File: src/rtl/divu_pkg.sv
// Shared definitions for the sequential unsigned divider: ALU function codes,
// datapath width and controller state encoding.
package divu_pkg;

    localparam int DATA_W = 32;
    localparam int CNT_W  = 5;

    localparam logic [5:0] ALU_FUNCT_ADD = 6'b001001;
    localparam logic [5:0] ALU_FUNCT_SUB = 6'b001010;
    localparam logic [5:0] ALU_FUNCT_NOP = 6'b000000;

    typedef enum logic [1:0] {
        ST_IDLE = 2'd0,
        ST_CALC = 2'd1,
        ST_DONE = 2'd2
    } state_e;

    // Partial remainder shifted left with the next dividend bit brought in.
    function automatic logic [DATA_W-1:0] shift_in(
        input logic [DATA_W-1:0] rem,
        input logic [DATA_W-1:0] quo
    );
        return {rem[DATA_W-2:0], quo[DATA_W-1]};
    endfunction

endpackage

File: src/rtl/divu_seq_ctrl.sv
// Sequencing controller for a 32-bit restoring divider that borrows an external add/sub ALU.
// Optional macro DIVU_ZERO_CHECK_EN short-circuits division by zero straight to DONE.
module divu_seq_ctrl #(
    parameter int DATA_W = 32,
    parameter int CNT_W  = 5
) (
    input  logic              clk,
    input  logic              rst_n,
    input  logic              in_valid,
    output logic              in_ready,
    input  logic [DATA_W-1:0] dividend,
    input  logic [DATA_W-1:0] divisor,
    output logic              out_valid,
    input  logic              out_ready,
    output logic [DATA_W-1:0] quotient,
    output logic [DATA_W-1:0] remainder,
    output logic              div_by_zero,
    output logic [DATA_W-1:0] alu_src1,
    output logic [DATA_W-1:0] alu_src2,
    output logic [5:0]        alu_funct,
    input  logic [DATA_W-1:0] alu_result,
    input  logic              alu_carry
);
    import divu_pkg::*;

    state_e            state_q, state_d;
    logic [DATA_W-1:0] rem_q, rem_d;
    logic [DATA_W-1:0] quo_q, quo_d;
    logic [DATA_W-1:0] dvs_q, dvs_d;
    logic [DATA_W-1:0] quotient_q, quotient_d;
    logic [DATA_W-1:0] remainder_q, remainder_d;
    logic [CNT_W-1:0]  cnt_q, cnt_d;
    logic [DATA_W-1:0] shifted_s;
    logic              accept_s;
    logic              last_s;
`ifdef DIVU_ZERO_CHECK_EN
    logic              dbz_q, dbz_d;
`endif

    assign shifted_s = shift_in(rem_q, quo_q);
    assign accept_s  = in_valid && (state_q == ST_IDLE);
    assign last_s    = (cnt_q == {CNT_W{1'b1}});

    assign in_ready  = (state_q == ST_IDLE);
    assign out_valid = (state_q == ST_DONE);
    assign quotient  = quotient_q;
    assign remainder = remainder_q;
`ifdef DIVU_ZERO_CHECK_EN
    assign div_by_zero = dbz_q;
`else
    assign div_by_zero = 1'b0;
`endif

    // Next-state, iteration datapath and ALU drive.
    always_comb begin
        state_d     = state_q;
        rem_d       = rem_q;
        quo_d       = quo_q;
        dvs_d       = dvs_q;
        cnt_d       = cnt_q;
        quotient_d  = quotient_q;
        remainder_d = remainder_q;
        alu_src1    = {DATA_W{1'b0}};
        alu_src2    = {DATA_W{1'b0}};
        alu_funct   = ALU_FUNCT_NOP;
`ifdef DIVU_ZERO_CHECK_EN
        dbz_d       = dbz_q;
`endif
        case (state_q)
            ST_IDLE: begin
                if (accept_s) begin
                    rem_d   = {DATA_W{1'b0}};
                    quo_d   = dividend;
                    dvs_d   = divisor;
                    cnt_d   = {CNT_W{1'b0}};
                    state_d = ST_CALC;
`ifdef DIVU_ZERO_CHECK_EN
                    dbz_d   = 1'b0;
                    if (divisor == {DATA_W{1'b0}}) begin
                        state_d     = ST_DONE;
                        quotient_d  = {DATA_W{1'b1}};
                        remainder_d = dividend;
                        dbz_d       = 1'b1;
                    end else begin
                        state_d     = ST_CALC;
                    end
`endif
                end else begin
                    state_d = ST_IDLE;
                end
            end
            ST_CALC: begin
                alu_src1  = shifted_s;
                alu_src2  = dvs_q;
                alu_funct = ALU_FUNCT_SUB;
                // Borrow means the trial subtraction failed: restore the shifted remainder.
                if (alu_carry) begin
                    rem_d = shifted_s;
                    quo_d = {quo_q[DATA_W-2:0], 1'b0};
                end else begin
                    rem_d = alu_result;
                    quo_d = {quo_q[DATA_W-2:0], 1'b1};
                end
                cnt_d = cnt_q + {{(CNT_W-1){1'b0}}, 1'b1};
                if (last_s) begin
                    state_d     = ST_DONE;
                    quotient_d  = quo_d;
                    remainder_d = rem_d;
                end else begin
                    state_d     = ST_CALC;
                end
            end
            ST_DONE: begin
                if (out_ready) begin
                    state_d = ST_IDLE;
                end else begin
                    state_d = ST_DONE;
                end
            end
            default: begin
                state_d = ST_IDLE;
            end
        endcase
    end

    // State and datapath registers with synchronous active-low reset.
    always_ff @(posedge clk) begin
        if (!rst_n) begin
            state_q     <= ST_IDLE;
            rem_q       <= {DATA_W{1'b0}};
            quo_q       <= {DATA_W{1'b0}};
            dvs_q       <= {DATA_W{1'b0}};
            cnt_q       <= {CNT_W{1'b0}};
            quotient_q  <= {DATA_W{1'b0}};
            remainder_q <= {DATA_W{1'b0}};
`ifdef DIVU_ZERO_CHECK_EN
            dbz_q       <= 1'b0;
`endif
        end else begin
            state_q     <= state_d;
            rem_q       <= rem_d;
            quo_q       <= quo_d;
            dvs_q       <= dvs_d;
            cnt_q       <= cnt_d;
            quotient_q  <= quotient_d;
            remainder_q <= remainder_d;
`ifdef DIVU_ZERO_CHECK_EN
            dbz_q       <= dbz_d;
`endif
        end
    end

endmodule

File: config.mk
export PLATFORM = sky130hd
export DESIGN_NAME = divu_seq_ctrl
export DESIGN_NICKNAME = d
export VERILOG_FILES = /design/src/rtl/divu_pkg.sv /design/src/rtl/divu_seq_ctrl.sv
export SDC_FILE = /design/constraint.sdc
export NUM_CORES = 1
export LEC_CHECK = 0
export CAP_MARGIN = 25
export CORE_UTILIZATION = 46
export DETAILED_ROUTE_END_ITERATION = 12
export PLACE_DENSITY = 0.82
export SYNTH_ARGS = -nofsm -noshare
export SYNTH_HDL_FRONTEND = slang
export SYNTH_SLANG_ARGS = --single-unit
File: constraint.sdc
create_clock -name clk -period 1.9 [get_ports clk]
set_input_delay 0.38 -clock clk [delete_from_list [all_inputs] [get_ports clk]]
set_output_delay 0.38 -clock clk [all_outputs]
set_load 0.05 [all_outputs]
# [After elaboration in Yosys (flattened, before gate mapping)]
# Cells that the tools add are included.
# Widths: inputs -> output; s select.
[word_totals] regBits=166 in_bits=101 output_inout_bits=137 elab_cells=33
[classes] add_sub_neg=1 eq_ne=4 mux=15 reduce_logical=6
[op_table] op="$mux 32" count=4
[op_table] op="$pmux 32 s2" count=1
[op_table] op="$pmux 31 s2" count=1
[op_table] op="$mux 31" count=1
[op_table] op="$pmux 5 s2" count=1
[op_table] op="$pmux 2 s3" count=1
[op_table] op="$reduce_and 2->1" count=3
[op_table] op="$add 5x1->5 const B" count=1
[op_table] op="$eq 5x5->1 const B" count=1
[op_table] op="$mux 5" count=1
[op_table] op="$mux 2" count=2
[op_table] op="$mux 4" count=1
[op_table] op="$eq 2x1->1 const B" count=1
[op_table] op="$eq 2x2->1 const B" count=1
[op_table] op="$logic_not 2->1" count=1
[op_table] op="$mux 1" count=2
[op_table] op="$ne 2x1->1 const B" count=1
[op_table] op="$reduce_bool 2->1" count=1
[op_table] op="$logic_and 1x1->1" count=1

# [Depth between registers and ports, before layout]
[logic_depth] word_depth=4 ltp_mapped=9

# [Least setup slack after synthesis]
# OpenSTA, ideal clock, no wires.
[synth_path] kind="reg-to-output" start="register state_q[1]" end="output port alu_src1[18]" arrival_time_ns=1.732 required_ns=1.520 slack_ns=-0.212 path_stages_with_launch=6 cell_sequence="dfxtp_1 -> buf_6 -> nand2b_4 -> inv_2 -> clkbuf_1 -> and2_1"
[synth_between] elab_chain_cells=2
[synth_rtl] item="start, declared" line_no="divu_seq_ctrl.sv:26" text="state_e state_q, state_d;"
[synth_rtl] item="start signal, assigned" line_no="divu_seq_ctrl.sv:140" text="state_q <= state_d;"
[synth_rtl] item="$eq 2x1->1" line_no="divu_seq_ctrl.sv:69" text="case (state_q)"
[synth_rtl] item="$mux 32" line_no="divu_seq_ctrl.sv:69"
[synth_rtl] item="end, declared" line_no="divu_seq_ctrl.sv:18" text="output logic [DATA_W-1:0] alu_src1,"
# Every way passes these cells.

# [Final worst setup path]
[layout_path] start="register state_q[1]" end="output port alu_src1[8]"
# Same word-level chain as after synthesis.

==> results.txt <==
- The flow ran to the end, but the final reports show violations.
* Violated checks: setup timing
- Antenna viol nets, final: 0
- Final number of setup-violating endpoints: 6
* Power per Cell Area: 782 nW/um^2
- Cell Area, Synth: 7160 um^2
- Slowest cell on the critical path: sky130_fd_sc_hd__dfxtp_2
- The signal on the critical path passes through nand2b_4, clkinv_8, clkbuf_16, and2_1, buf_12.
* Shortest clock period the worst path allows after layout: 1910 ps
- Buffers placed on the I/O ports in this run total 232.
- Synth Register Bits: 166
- Iter 0 DRT Violations: 481
* Unrepaired setup endpoints after global routing: true
- Startpoint kind of the worst setup timing path: register
* Router iterations before antenna repair: 5
- VDD sags by at most 647 uV.
- TritonCTS created 17 clock buffers.
* Slew at the pin closest to its max-slew limit: 654 ps
- Number of violations of the max-capacitance limit: 0
- After global routing the overflow that remains totals 0.
- Number of placed I/O pins: 238
- Between clock sinks in the finished design, the worst skew comes to 7.18 ps.
* Root Buffer: sky130_fd_sc_hd__clkbuf_16
- In the routed layout, each cell is associated on average with a via count of 5.33.
- In this run the critical register-to-register path is launched from cnt_q[1].
* Seq pwr share: 42.5%
* Area of the placeable core: 15200 um^2
- The first global-routing pass estimated 31700 um of wire.
- Cell internal pwr: 6580 uW
- Final hold slack: 425 ps
- Hold Violations, Final: 0
- Fillers: 1088
- DRC errors left: 0
- Aggregate global-route resource usage: 25.0%
- Synthesis produced a netlist whose cell count is 822.
* Lkg Pwr: 0.00454 uW
* Number of unique standard cell types used by synthesis: 40
- Of the total power, combinational logic draws 14.3%.
- Pin count of the biggest net entering global routing: 48
- Data required time of the critical path: 1520 ps
* Max-slew headroom: 56.4%
- Once the floorplan was initialized, standard cells occupied 47.1% of the core.
* Total detailed-routing wirelength: 21200 um
* Buffer depth of the longest clock path: 2
- Std cell rows: 45
- The finished layout holds 1237 standard cells, fillers aside.
- A synthesized cell averages 8.71 um^2.
* WP data arrival: 1530 ps
* Multi-input logic area: 3560 um^2
* Worst Setup End Kind: output port
- Worst min path class: input port to register
* Number of placed instances, taps included: 1195
* Fmax: 0.525 GHz
* Most common cell after layout, fill and taps aside: sky130_fd_sc_hd__dfxtp_1
- The via count of the first global-routing pass came to 6125.
- TritonCTS clock tree: yes
- Via Count: 6590
- Relative contribution of the clock network to total power: 43.2%
- Highest cell delay on the worst timing path: 330 ps
* Routability congestion estimate from global placement: 0.804
- Number of sinks driven by the clock tree: 166
* Worst-skew pair later-pin latency: 420 ps
* Final Core Density: 73.5%
- In this run the most critical hold path is launched from rst_n.
* Worst setup margin: -5.83 ps
- Of all nets on the critical path, the largest fanout is 11.
- The sequential cells in the finished layout cover a total of 3330 um^2.
* Overall die area: 16100 um^2
- In this run switching power makes up 24.7% of total power.
- At the end of the flow, the number of nets in the layout was 1139.
* Total power draw: 8740 uW
- Final count of pins violating max slew: 0
* Fraction of final layout cells sized beyond drive strength 1: 26.1%
* Switching pwr: 2160 uW
- Die extent in y: 127 um
- By startpoint and endpoint, the worst setup path is classified as register to output port.
* Area Growth Syn to Fin: 56.1%
* X dimension of the die: 127 um
- Diode count: 0
- Share of synthesized area occupied by flip-flops and latches: 46.4%
* HPWL after detailed placement: 13300 um
- The library cells used most frequently in the layout, excluding fill and tap cells, are 164 x sky130_fd_sc_hd__dfxtp_1, 140 x sky130_fd_sc_hd__nand2_1, 128 x sky130_fd_sc_hd__a21oi_1, 98 x sky130_fd_sc_hd__clkdlybuf4s50_1, 79 x sky130_fd_sc_hd__buf_12.
- Clock-pin slew was measured on the worst setup and hold paths at 60 ps.
* Antenna violations before repair: 0
- In this run the worst setup path begins at state_q[1].
* Final period utilization: 100%
- Dividing the detail-routed wire length by the instance count gives 17.1 um.
- The H-tree was split into 4 levels.
- The Yosys step of the flow raised 0 warnings.
[through the flow]
| step | area [um^2] | setup TNS, ps | setup slack (ps) |
|---|---|---|---|
| after floorplan | 7180 | 0 | 91.5 |
| after global placement | 10300 | 0 | 12.1 |
| after detailed placement | 10300 | 0 | 21.5 |
| after CTS | 10900 | -302 | -21.1 |
| after global routing | 11200 | -464 | -49.6 |
| final | 11200 | -17.6 | -5.83 |
[cells in the mapped netlist]
| master | number | area (um^2) |
|---|---|---|
| sky130_fd_sc_hd__o21bai_1 | 1 | 7.51 |
| sky130_fd_sc_hd__o21ba_2 | 1 | 10.0 |
| sky130_fd_sc_hd__o221a_2 | 1 | 11.3 |
| sky130_fd_sc_hd__dfxtp_1 | 166 | 3320 |
| sky130_fd_sc_hd__or3_1 | 1 | 6.26 |
| sky130_fd_sc_hd__nor2b_1 | 1 | 6.26 |
| sky130_fd_sc_hd__a211oi_1 | 2 | 15.0 |
| sky130_fd_sc_hd__mux2i_1 | 29 | 290 |
| sky130_fd_sc_hd__and2_1 | 93 | 582 |
| sky130_fd_sc_hd__buf_6 | 13 | 146 |
| sky130_fd_sc_hd__a31oi_1 | 1 | 6.26 |
| sky130_fd_sc_hd__mux2_2 | 3 | 33.8 |
| sky130_fd_sc_hd__nand2_1 | 140 | 526 |
| sky130_fd_sc_hd__a211oi_2 | 29 | 363 |
| sky130_fd_sc_hd__clkbuf_1 | 32 | 120 |
| sky130_fd_sc_hd__conb_1 | 1 | 3.75 |
| sky130_fd_sc_hd__a21oi_1 | 128 | 641 |
| sky130_fd_sc_hd__buf_8 | 1 | 15.0 |
| sky130_fd_sc_hd__a21oi_2 | 1 | 8.76 |
| sky130_fd_sc_hd__a22oi_1 | 4 | 30.0 |
| sky130_fd_sc_hd__ha_1 | 2 | 25.0 |
| sky130_fd_sc_hd__buf_2 | 21 | 105 |
| sky130_fd_sc_hd__nand2_2 | 20 | 125 |
| sky130_fd_sc_hd__o2bb2ai_1 | 28 | 245 |
| sky130_fd_sc_hd__o211a_1 | 1 | 10.0 |
| sky130_fd_sc_hd__buf_1 | 1 | 3.75 |
| sky130_fd_sc_hd__nand2b_1 | 1 | 6.26 |
| sky130_fd_sc_hd__nor3b_2 | 1 | 12.5 |
| sky130_fd_sc_hd__inv_2 | 1 | 3.75 |
| sky130_fd_sc_hd__nand3b_1 | 1 | 7.51 |
| sky130_fd_sc_hd__and3_1 | 1 | 6.26 |
| sky130_fd_sc_hd__nor2_1 | 42 | 158 |
| sky130_fd_sc_hd__nand3_1 | 4 | 20.0 |
| sky130_fd_sc_hd__or3b_1 | 1 | 8.76 |
| sky130_fd_sc_hd__nor3_1 | 4 | 20.0 |
| sky130_fd_sc_hd__nand2b_4 | 1 | 13.8 |
| sky130_fd_sc_hd__o21ai_0 | 32 | 160 |
| sky130_fd_sc_hd__and3b_1 | 1 | 8.76 |
| sky130_fd_sc_hd__clkinv_1 | 1 | 3.75 |
| sky130_fd_sc_hd__buf_4 | 10 | 75.1 |
[sequential cells by signal, indices dropped and copies added, names as in the netlist]
name / flops
rem_q: 31
dvs_q: 32
state_q: 2
quotient: 32
remainder: 32
cnt_q: 5
quo_q: 32
[final cells by class]
class,count,share of cell area (%)
Sequential cell,166,29.7
Inverter,2,0.201
Clock inverter,12,1.79
Clock buffer,20,4.00
Multi-Input combinational cell,581,31.8
Timing Repair Buffer,268,30.3
Tap cell,188,2.10
[path summary, 6_finish.rpt]
kind | slack, ps | endpoint | depth (start not counted)
max | -6 | alu_src1[8] | 5
min | 430 | quotient[30] | 3
max reg2reg | 30 | remainder[0] | 7
min reg2reg | 450 | quotient[13] | 2
[power groups by stage]
stage          clock, uW  sequential (uW)  combinational [uW]
3_3_place_gp           0             3780                1130
3_5_place_dp           0             3780                1140
4_1_cts             3810             3710                1170
2_1_floorplan          0             3750                 656
6_report            3780             3710                1250
5_1_grt             3950             3730                1330
[layer usage]
metal  track usage [%]  part of all wire [%]
met2              42.2                    49
met1              31.0                    42
met3              4.98                   5.1
met4              10.9                   3.3
met5                 0                     0
[worst max-delay path: cells and delay by family, from the launching register on]
family	cells	cell delay, ps
DFF	1	330
and+or+nand+nor	2	350
buffers and inverters	3	430
[cell families after synthesis]
kind of cell    synth area share (%)
mux                             4.52
compound gates                  21.0
other cells                   0.0524
fa+ha+maj                      0.349
flops                           46.4
simple gates                    21.0
buf+inv                         6.60
[timing repair]
item	4_1_cts	5_1_grt
pin swaps	0	12
setup buffers	0	4
cloned	1	5
endpoints found under the setup margin	112	96
resized for setup	58	59
hold buffers	0	0
Power figures use the tool's default switching activity.
